[src/rtl/adf4158_pkg.sv]
// Shared definitions for the ADF4158 configuration controller.
//   state_e  : top-level sequencing states
//   NUM_REGS : number of synthesizer registers written (R7..R0)
//   WORD_W   : width of one serial configuration word
package adf4158_pkg;

    localparam int NUM_REGS = 8;
    localparam int WORD_W   = 32;
    localparam int IDX_W    = $clog2(NUM_REGS);

    typedef enum logic [2:0] {
        S_IDLE,
        S_PWRUP,
        S_LOAD,
        S_SHIFT,
        S_LATCH,
        S_LOCKWAIT,
        S_DONE
    } state_e;

endpackage

[src/rtl/adf4158_spi_shift.sv]
// 32-bit MSB-first serial shifter with a divided serial clock.
//   clk_i, rst_n : system clock, synchronous active-low reset
//   clear        : abandon any word in flight, force sclk/data low
//   start        : load word (accepted when not busy); data shows bit 31 next cycle
//   word         : parallel word to send
//   busy         : a word is being shifted
//   done         : single-cycle strobe on the cycle of the final sclk fall
//   sclk, data   : serial bus; data changes only when sclk falls
module adf4158_spi_shift
    import adf4158_pkg::*;
#(
    parameter int SCLK_DIV = 2
) (
    input  logic              clk_i,
    input  logic              rst_n,
    input  logic              clear,
    input  logic              start,
    input  logic [WORD_W-1:0] word,
    output logic              busy,
    output logic              done,
    output logic              sclk,
    output logic              data
);

    localparam int DIV_W  = (SCLK_DIV > 1) ? $clog2(SCLK_DIV) : 1;
    localparam int HALF_W = $clog2(2 * WORD_W);

    logic [WORD_W-1:0] shreg_q, shreg_d;
    logic [DIV_W-1:0]  div_q, div_d;
    logic [HALF_W-1:0] half_q, half_d;
    logic              busy_q, busy_d;
    logic              sclk_q, sclk_d;
    logic              data_q, data_d;
    logic              tick;

    // One half serial-clock period has elapsed.
    assign tick = busy_q && (div_q == DIV_W'(SCLK_DIV - 1));
    // 64th toggle is the fall after the 32nd rise.
    assign done = tick && (half_q == HALF_W'(2 * WORD_W - 1)) && !clear;

    always_comb begin
        // NOTE: every signal gets a default first so no path leaves it unassigned (no latch).
        shreg_d = shreg_q;
        div_d   = div_q;
        half_d  = half_q;
        busy_d  = busy_q;
        sclk_d  = sclk_q;
        data_d  = data_q;
        if (clear) begin
            busy_d = 1'b0;
            sclk_d = 1'b0;
            data_d = 1'b0;
            div_d  = '0;
            half_d = '0;
        end else if (start && !busy_q) begin
            shreg_d = word;
            data_d  = word[WORD_W-1];
            busy_d  = 1'b1;
            sclk_d  = 1'b0;
            div_d   = '0;
            half_d  = '0;
        end else if (busy_q) begin
            if (tick) begin
                div_d  = '0;
                half_d = half_q + HALF_W'(1);
                sclk_d = ~sclk_q;
                if (sclk_q) begin
                    // Falling edge: present the next bit.
                    shreg_d = shreg_q << 1;
                    data_d  = shreg_q[WORD_W-2];
                end
                if (done) begin
                    busy_d = 1'b0;
                    data_d = 1'b0;
                end
            end else begin
                div_d = div_q + DIV_W'(1);
            end
        end
    end

    always_ff @(posedge clk_i) begin
        // NOTE: sequential state uses non-blocking assignment so all flops update together.
        if (!rst_n) begin
            shreg_q <= '0;
            div_q   <= '0;
            half_q  <= '0;
            busy_q  <= 1'b0;
            sclk_q  <= 1'b0;
            data_q  <= 1'b0;
        end else begin
            shreg_q <= shreg_d;
            div_q   <= div_d;
            half_q  <= half_d;
            busy_q  <= busy_d;
            sclk_q  <= sclk_d;
            data_q  <= data_d;
        end
    end

    assign busy = busy_q;
    assign sclk = sclk_q;
    assign data = data_q;

endmodule

[src/rtl/adf4158_cfg.sv]
// ADF4158 power-up and programming controller.
// Powers the chip (ce), waits PWRUP_CYCLES, writes R7..R0 over CLK/DATA/LE,
// then waits for digital lock detect on muxout and raises config_done.
//   clk_i, rst_n  : system clock, synchronous active-low reset
//   enable        : run configuration; low returns to power-down
//   muxout        : asynchronous lock detect from the chip
//   ce, le        : chip enable, load enable
//   sclk, data    : serial bus, data MSB first, sampled on sclk rise
//   txdata        : tied low
//   config_done   : all words written and lock seen
module adf4158_cfg
    import adf4158_pkg::*;
#(
    parameter int                SCLK_DIV     = 2,
    parameter int                PWRUP_CYCLES = 400,
    parameter int                LE_CYCLES    = 2,
    parameter logic [WORD_W-1:0] REG0         = 32'hF813_8000,
    parameter logic [WORD_W-1:0] REG1         = 32'h0000_0001,
    parameter logic [WORD_W-1:0] REG2         = 32'h0040_800A,
    parameter logic [WORD_W-1:0] REG3         = 32'h0000_0043,
    parameter logic [WORD_W-1:0] REG4         = 32'h0018_0104,
    parameter logic [WORD_W-1:0] REG5         = 32'h0000_0005,
    parameter logic [WORD_W-1:0] REG6         = 32'h0000_0006,
    parameter logic [WORD_W-1:0] REG7         = 32'h0000_0007
) (
    input  logic clk_i,
    input  logic rst_n,
    input  logic enable,
    input  logic muxout,
    output logic ce,
    output logic le,
    output logic sclk,
    output logic data,
    output logic txdata,
    output logic config_done
);

    if (REG0[2:0] != 3'd0 || REG1[2:0] != 3'd1 || REG2[2:0] != 3'd2 ||
        REG3[2:0] != 3'd3 || REG4[2:0] != 3'd4 || REG5[2:0] != 3'd5 ||
        REG6[2:0] != 3'd6 || REG7[2:0] != 3'd7) begin : g_bad_reg_addr
        $error("adf4158_cfg: REGn[2:0] must equal n");
    end
    if (SCLK_DIV < 1 || PWRUP_CYCLES < 1 || LE_CYCLES < 1) begin : g_bad_timing
        $error("adf4158_cfg: SCLK_DIV, PWRUP_CYCLES and LE_CYCLES must be >= 1");
    end

    localparam int LATCH_LEN = SCLK_DIV + LE_CYCLES;
    localparam int CNT_MAX   = (PWRUP_CYCLES > LATCH_LEN) ? PWRUP_CYCLES : LATCH_LEN;
    localparam int CNT_W     = $clog2(CNT_MAX + 1);

    state_e             state_q, state_d;
    logic [CNT_W-1:0]   cnt_q, cnt_d;
    logic [IDX_W-1:0]   idx_q, idx_d;
    logic               ce_q, ce_d;
    logic               le_q, le_d;
    logic               done_q, done_d;
    logic               lock_meta_q, lock_sync_q;
    logic               shift_start, shift_busy, shift_done;
    logic [WORD_W-1:0]  word_sel;

    always_comb begin
        word_sel = REG0;
        case (idx_q)
            3'd1:    word_sel = REG1;
            3'd2:    word_sel = REG2;
            3'd3:    word_sel = REG3;
            3'd4:    word_sel = REG4;
            3'd5:    word_sel = REG5;
            3'd6:    word_sel = REG6;
            3'd7:    word_sel = REG7;
            default: word_sel = REG0;
        endcase
    end

    // State register (plus counters and the lock synchronizer).
    always_ff @(posedge clk_i) begin
        if (!rst_n) begin
            state_q     <= S_IDLE;
            cnt_q       <= '0;
            idx_q       <= '0;
            ce_q        <= 1'b0;
            le_q        <= 1'b0;
            done_q      <= 1'b0;
            lock_meta_q <= 1'b0;
            lock_sync_q <= 1'b0;
        end else begin
            state_q     <= state_d;
            cnt_q       <= cnt_d;
            idx_q       <= idx_d;
            ce_q        <= ce_d;
            le_q        <= le_d;
            done_q      <= done_d;
            lock_meta_q <= muxout;
            lock_sync_q <= lock_meta_q;
        end
    end

    // Next-state logic.
    always_comb begin
        state_d = state_q;
        cnt_d   = cnt_q;
        idx_d   = idx_q;
        if (!enable) begin
            state_d = S_IDLE;
            cnt_d   = '0;
            idx_d   = IDX_W'(NUM_REGS - 1);
        end else begin
            case (state_q)
                S_IDLE: begin
                    state_d = S_PWRUP;
                    cnt_d   = '0;
                end
                S_PWRUP: begin
                    if (cnt_q == CNT_W'(PWRUP_CYCLES - 1)) begin
                        state_d = S_LOAD;
                        cnt_d   = '0;
                        idx_d   = IDX_W'(NUM_REGS - 1);
                    end else begin
                        cnt_d = cnt_q + CNT_W'(1);
                    end
                end
                S_LOAD: begin
                    if (!shift_busy) state_d = S_SHIFT;
                end
                S_SHIFT: begin
                    if (shift_done) begin
                        state_d = S_LATCH;
                        cnt_d   = '0;
                    end
                end
                S_LATCH: begin
                    // SCLK_DIV quiet cycles, then LE_CYCLES of le high.
                    if (cnt_q == CNT_W'(LATCH_LEN - 1)) begin
                        cnt_d = '0;
                        if (idx_q != '0) begin
                            idx_d   = idx_q - IDX_W'(1);
                            state_d = S_LOAD;
                        end else begin
                            state_d = S_LOCKWAIT;
                        end
                    end else begin
                        cnt_d = cnt_q + CNT_W'(1);
                    end
                end
                S_LOCKWAIT: begin
                    if (lock_sync_q) state_d = S_DONE;
                end
                S_DONE:  state_d = S_DONE;
                default: state_d = S_IDLE;
            endcase
        end
    end

    // Output logic, registered from the next state so pins change with the state.
    always_comb begin
        ce_d        = (state_d != S_IDLE);
        done_d      = (state_d == S_DONE);
        le_d        = (state_d == S_LATCH) && (cnt_d >= CNT_W'(SCLK_DIV)) &&
                      (cnt_d < CNT_W'(LATCH_LEN));
        shift_start = enable && (state_q == S_LOAD) && !shift_busy;
    end

    adf4158_spi_shift #(
        .SCLK_DIV (SCLK_DIV)
    ) u_shift (
        .clk_i (clk_i),
        .rst_n (rst_n),
        .clear (!enable),
        .start (shift_start),
        .word  (word_sel),
        .busy  (shift_busy),
        .done  (shift_done),
        .sclk  (sclk),
        .data  (data)
    );

    assign ce          = ce_q;
    assign le          = le_q;
    assign config_done = done_q;
    assign txdata      = 1'b0;

endmodule

[config.mk]
export PLATFORM = sky130hd
export DESIGN_NAME = adf4158_cfg
export DESIGN_NICKNAME = d
export VERILOG_FILES = /design/src/rtl/adf4158_pkg.sv /design/src/rtl/adf4158_spi_shift.sv /design/src/rtl/adf4158_cfg.sv
export SDC_FILE = /design/constraint.sdc
export NUM_CORES = 1
export LEC_CHECK = 0
export BUFFER_PORTS_ARGS = -buffer_cell sky130_fd_sc_hd__clkbuf_2
export CAP_MARGIN = 20
export CORE_MARGIN = 2
export CORE_UTILIZATION = 50
export CTS_CLUSTER_SIZE = 8
export DETAILED_ROUTE_END_ITERATION = 8
export GPL_TIMING_DRIVEN = 1
export PLACE_DENSITY = 0.66
export REMOVE_ABC_BUFFERS = 1
export SYNTH_ARGS = -nofsm -noshare
export SYNTH_HDL_FRONTEND = slang
export SYNTH_SLANG_ARGS = --single-unit
export TNS_END_PERCENT = 20
[constraint.sdc]
create_clock -name clk_i -period 4.41 [get_ports clk_i]
set_clock_uncertainty 0.15 [all_clocks]
set_input_delay 0.882 -clock clk_i [delete_from_list [all_inputs] [get_ports clk_i]]
set_output_delay 0.882 -clock clk_i [all_outputs]
set_load 0.05 [all_outputs]
==> impl_results.md <==
* Post-CTS Setup Inserts at 0
* Share of layout cells above drive strength 1 at 12.1%
* Tmin final at approximately 2.6 ns
* Unrepaired setup endpoints after global routing: no
* Worst min path class: reg2reg
* Detailed Route WL at slightly below 6 mm
* 1st-pass router iterations at 4
* R2R Path End: u_shift.shreg_q[28]
* Ys async rst share at 0%
* Ports at 10
* Cells resized by post-CTS repair at 0
* Row count at 27
* Vias per inst at around 5.7
* Capture point of the worst path: u_shift.shreg_q[28]
* Net Switching at 253 uW
* Internal Power at just over 800 uW
* Crit path launch: state_q[0]
* Global-route usage over all layers at between 10% and 20%
* Die area at between 6000 and 7000 um^2
* Endpoints failing hold at 0
* Worst Path Required at around 4.4 ns
* Synthesized area per cell at 8.44 um^2
* CP Class: reg2reg
* Initial DRC count at around 140
* Final setup fails at 0
* Fin. max-slew vios at 0
* Port bufs at 8
* Post-synth EDFFs at 0
* Largest net degree at the start of global routing at 32
* Worst Reg-to-Reg Cells at 4
* Critical-path cell list: nor4b_1 > nand2_1 > o21ai_0 > a31oi_1
* Peak VDD IR at between 0.15 and 0.2 mV
* Sequential area share after synthesis at 41.8%
* Flop pwr share at 52.2%
* Synthesis Warnings at 0
* Switch share at between 20% and 30%
* Worst Path Max Fanout at 21
* Post-layout nets at ~350
* Initial antenna violation count at 0
* Maxcap violations at 0
* Die height at between 80 and 90 um
* Syn-to-layout area delta at 7.16%
* Post-layout util at 56.1%
* Worst-Margin Slew at ~0.73 ns
* Global placement routability congestion at around 0.8
* First-pass GRT wire length at a little over 10 mm
* Max incr delay on CP at roughly 0.67 ns
* Detailed Place HPWL at 3.83 mm
* Unique masters post-synth at between 60 and 70
* Final cell count without fillers at between 400 and 500
* Design Power at around 1100 uW
* Hold WS at about 0.3 ns
* R2R Setup Slk at around 1.8 ns
* Clock root buffer: clkbuf_8
* Run status: finished clean
* Comb power frac at 4.2%
* Startpoint types: flip-flop
* Rel. slew slack at between 50% and 60%
* Period Utilization, post-route at about three fifths
* Num CTS Buffers at 9
* Via count at ~2400
* Share of the synthesized area in the top cell type at 41.8%
* CP arrival at about 2.6 ns
* Dpl cells at slightly above 400
* CTS tree: done
* Post-Synthesis Cells at ~350
* H-tree depth at 3
* Die Wd at between 80 and 90 um
* Final ANT Viol Nets at 0
* WL/cell at 13.8 um
* Setup TNS at 0 ns
* Placeable core area at between 5000 and 6000 um^2
* Worst setup EP type: flip-flop
* Synthesized flop and latch total at 61
* Total grt overflow at 0
* Clk_lat worst skew at about 0.33 ns
* Ranking of synthesized cells by area: dfxtp_1 42%, nand2_1 6.8%, a22oi_1 4.4%
* Pwr dens at about 340 nW/um^2
* Antenna diode count at 0
* Reg-to-Reg Start: state_q[0]
* Starting density of the core at between 50% and 60%
* F_max at 0.383 GHz
* DRC errors left at 0
* Mapped Area at approximately 2900 um^2
* Ys flop type: dfxtp_1
* Yosys top cell by area: dfxtp_1
* Clock sink count at 61
* Static leakage at about 0.0011 uW
* Vias in the first global route at about 2200
* Filler instances at approximately 530
* Cts-stage hold buffer count at 0
* Clock Path Buffers at 2
* Clock transition at the registers of the reported paths at 0.07 ns
* CP max stage cell: o21ai_0
* Clock power share at 43.7%
## worst min-delay path by stage
stage / startpoint / to / cells past startpoint
final: lock_meta_q / lock_sync_q / 1
after global routing: lock_meta_q / lock_sync_q / 1
after CTS: lock_meta_q / lock_sync_q / 1
after detailed placement: lock_meta_q / lock_sync_q / 1
after global placement: lock_meta_q / lock_sync_q / 1
after floorplan: lock_meta_q / lock_sync_q / 1
## per-layer routing
layer	routed length, um	vias up	GRT usage, %
li1	-	1214	-
met1	2980	1091	28.0
met2	2460	59	29.0
met3	242	8	5.84
met4	80	0	7.12
met5	0	-	0
## state kept, by name, indices dropped and copies added, names as in the netlist
name	count
u_shift.busy	1
state_q	3
ce	1
idx_q	3
u_shift.div_q	1
u_shift.sclk	1
lock_sync_q	1
cnt_q	9
le	1
u_shift.data	1
config_done	1
lock_meta_q	1
u_shift.shreg_q	31
u_shift.half_q	6
## cell usage after synthesis, types with 2 or more instances
library cell   n
a21boi_0       5
or3_1          3
nor3b_1        2
a21o_1         3
a21oi_1       13
buf_2          7
and2_1         6
nor2_1        27
nand3b_1       2
clkbuf_1      12
and3_1         3
dfxtp_1       61
nand3_1       11
o31ai_1        5
nand2_1       53
a31oi_1       12
inv_1          6
xor2_1         4
nor3_1         3
ha_1           7
buf_6          2
o21ai_0       14
nand2b_1       2
buf_4          4
nand4_1        6
or2_2          2
nor4_1         4
nor2b_1       14
a22oi_1       17
xnor2_1        3
## cell type report
| type | instances | area, um^2 | area share (%) |
|---|---|---|---|
| repair buffers | 10 | 55.1 | 1.76 |
| flip-flops and latches | 61 | 1220 | 39.0 |
| inverters | 7 | 26.3 | 0.840 |
| clock inverters | 4 | 31.3 | 1.00 |
| multi-input cells | 253 | 1540 | 49.2 |
| well taps | 72 | 90.1 | 2.88 |
| clock buffers | 12 | 165 | 5.28 |
## worst max-delay path, delay by kind of cell (launching register included)
family | cells | cell delay [ns]
simple gates | 2 | 1.08
compound gates | 2 | 0.75
flops | 1 | 0.48
## cell families after synthesis
kind of cell / synth area share (%)
flip-flops: 41.8
other: 0.128
XOR/XNOR: 2.10
buffers and inverters: 5.44
multiplexers: 1.50
AO/OA/AOI/OAI: 19.7
AND/OR/NAND/NOR: 26.0
adder cells (fa/ha/maj): 3.34
## through the flow
stage,worst slack (ns),cell area [um^2]
finish,1.80,3130
global route,1.43,3130
CTS,1.78,3130
detailed placement,1.65,2930
global placement,1.71,2930
floorplan,2.08,2790
## power by group through the flow
stage | sequential, uW | clock (uW) | combinational [uW]
3_5_place_dp | 573 | 0 | 44.4
3_3_place_gp | 573 | 0 | 44.2
5_1_grt | 561 | 508 | 49.9
6_report | 560 | 469 | 44.6
2_1_floorplan | 573 | 0 | 29.1
4_1_cts | 560 | 483 | 44.6
## placed cells by master (no fill, tap or decap), types with 2 or more instances in the layout
master,count
o31ai_1,5
clkinvlp_4,3
a22oi_1,17
nor3b_1,2
nand3b_1,2
ha_1,7
nor2b_1,14
dfxtp_1,61
nor4_1,4
nand4_1,6
clkbuf_2,8
nor2_1,27
nand2_1,53
nand3_1,11
or2_2,2
or3_1,3
clkbuf_8,12
xnor2_1,3
inv_1,6
a21boi_0,5
and2_1,6
o21ai_0,14
a31oi_1,12
xor2_1,4
a21oi_1,13
nand2b_1,2
a21o_1,3
nor3_1,3
buf_4,2
and3_1,3
Power figures use the tool's default switching activity.
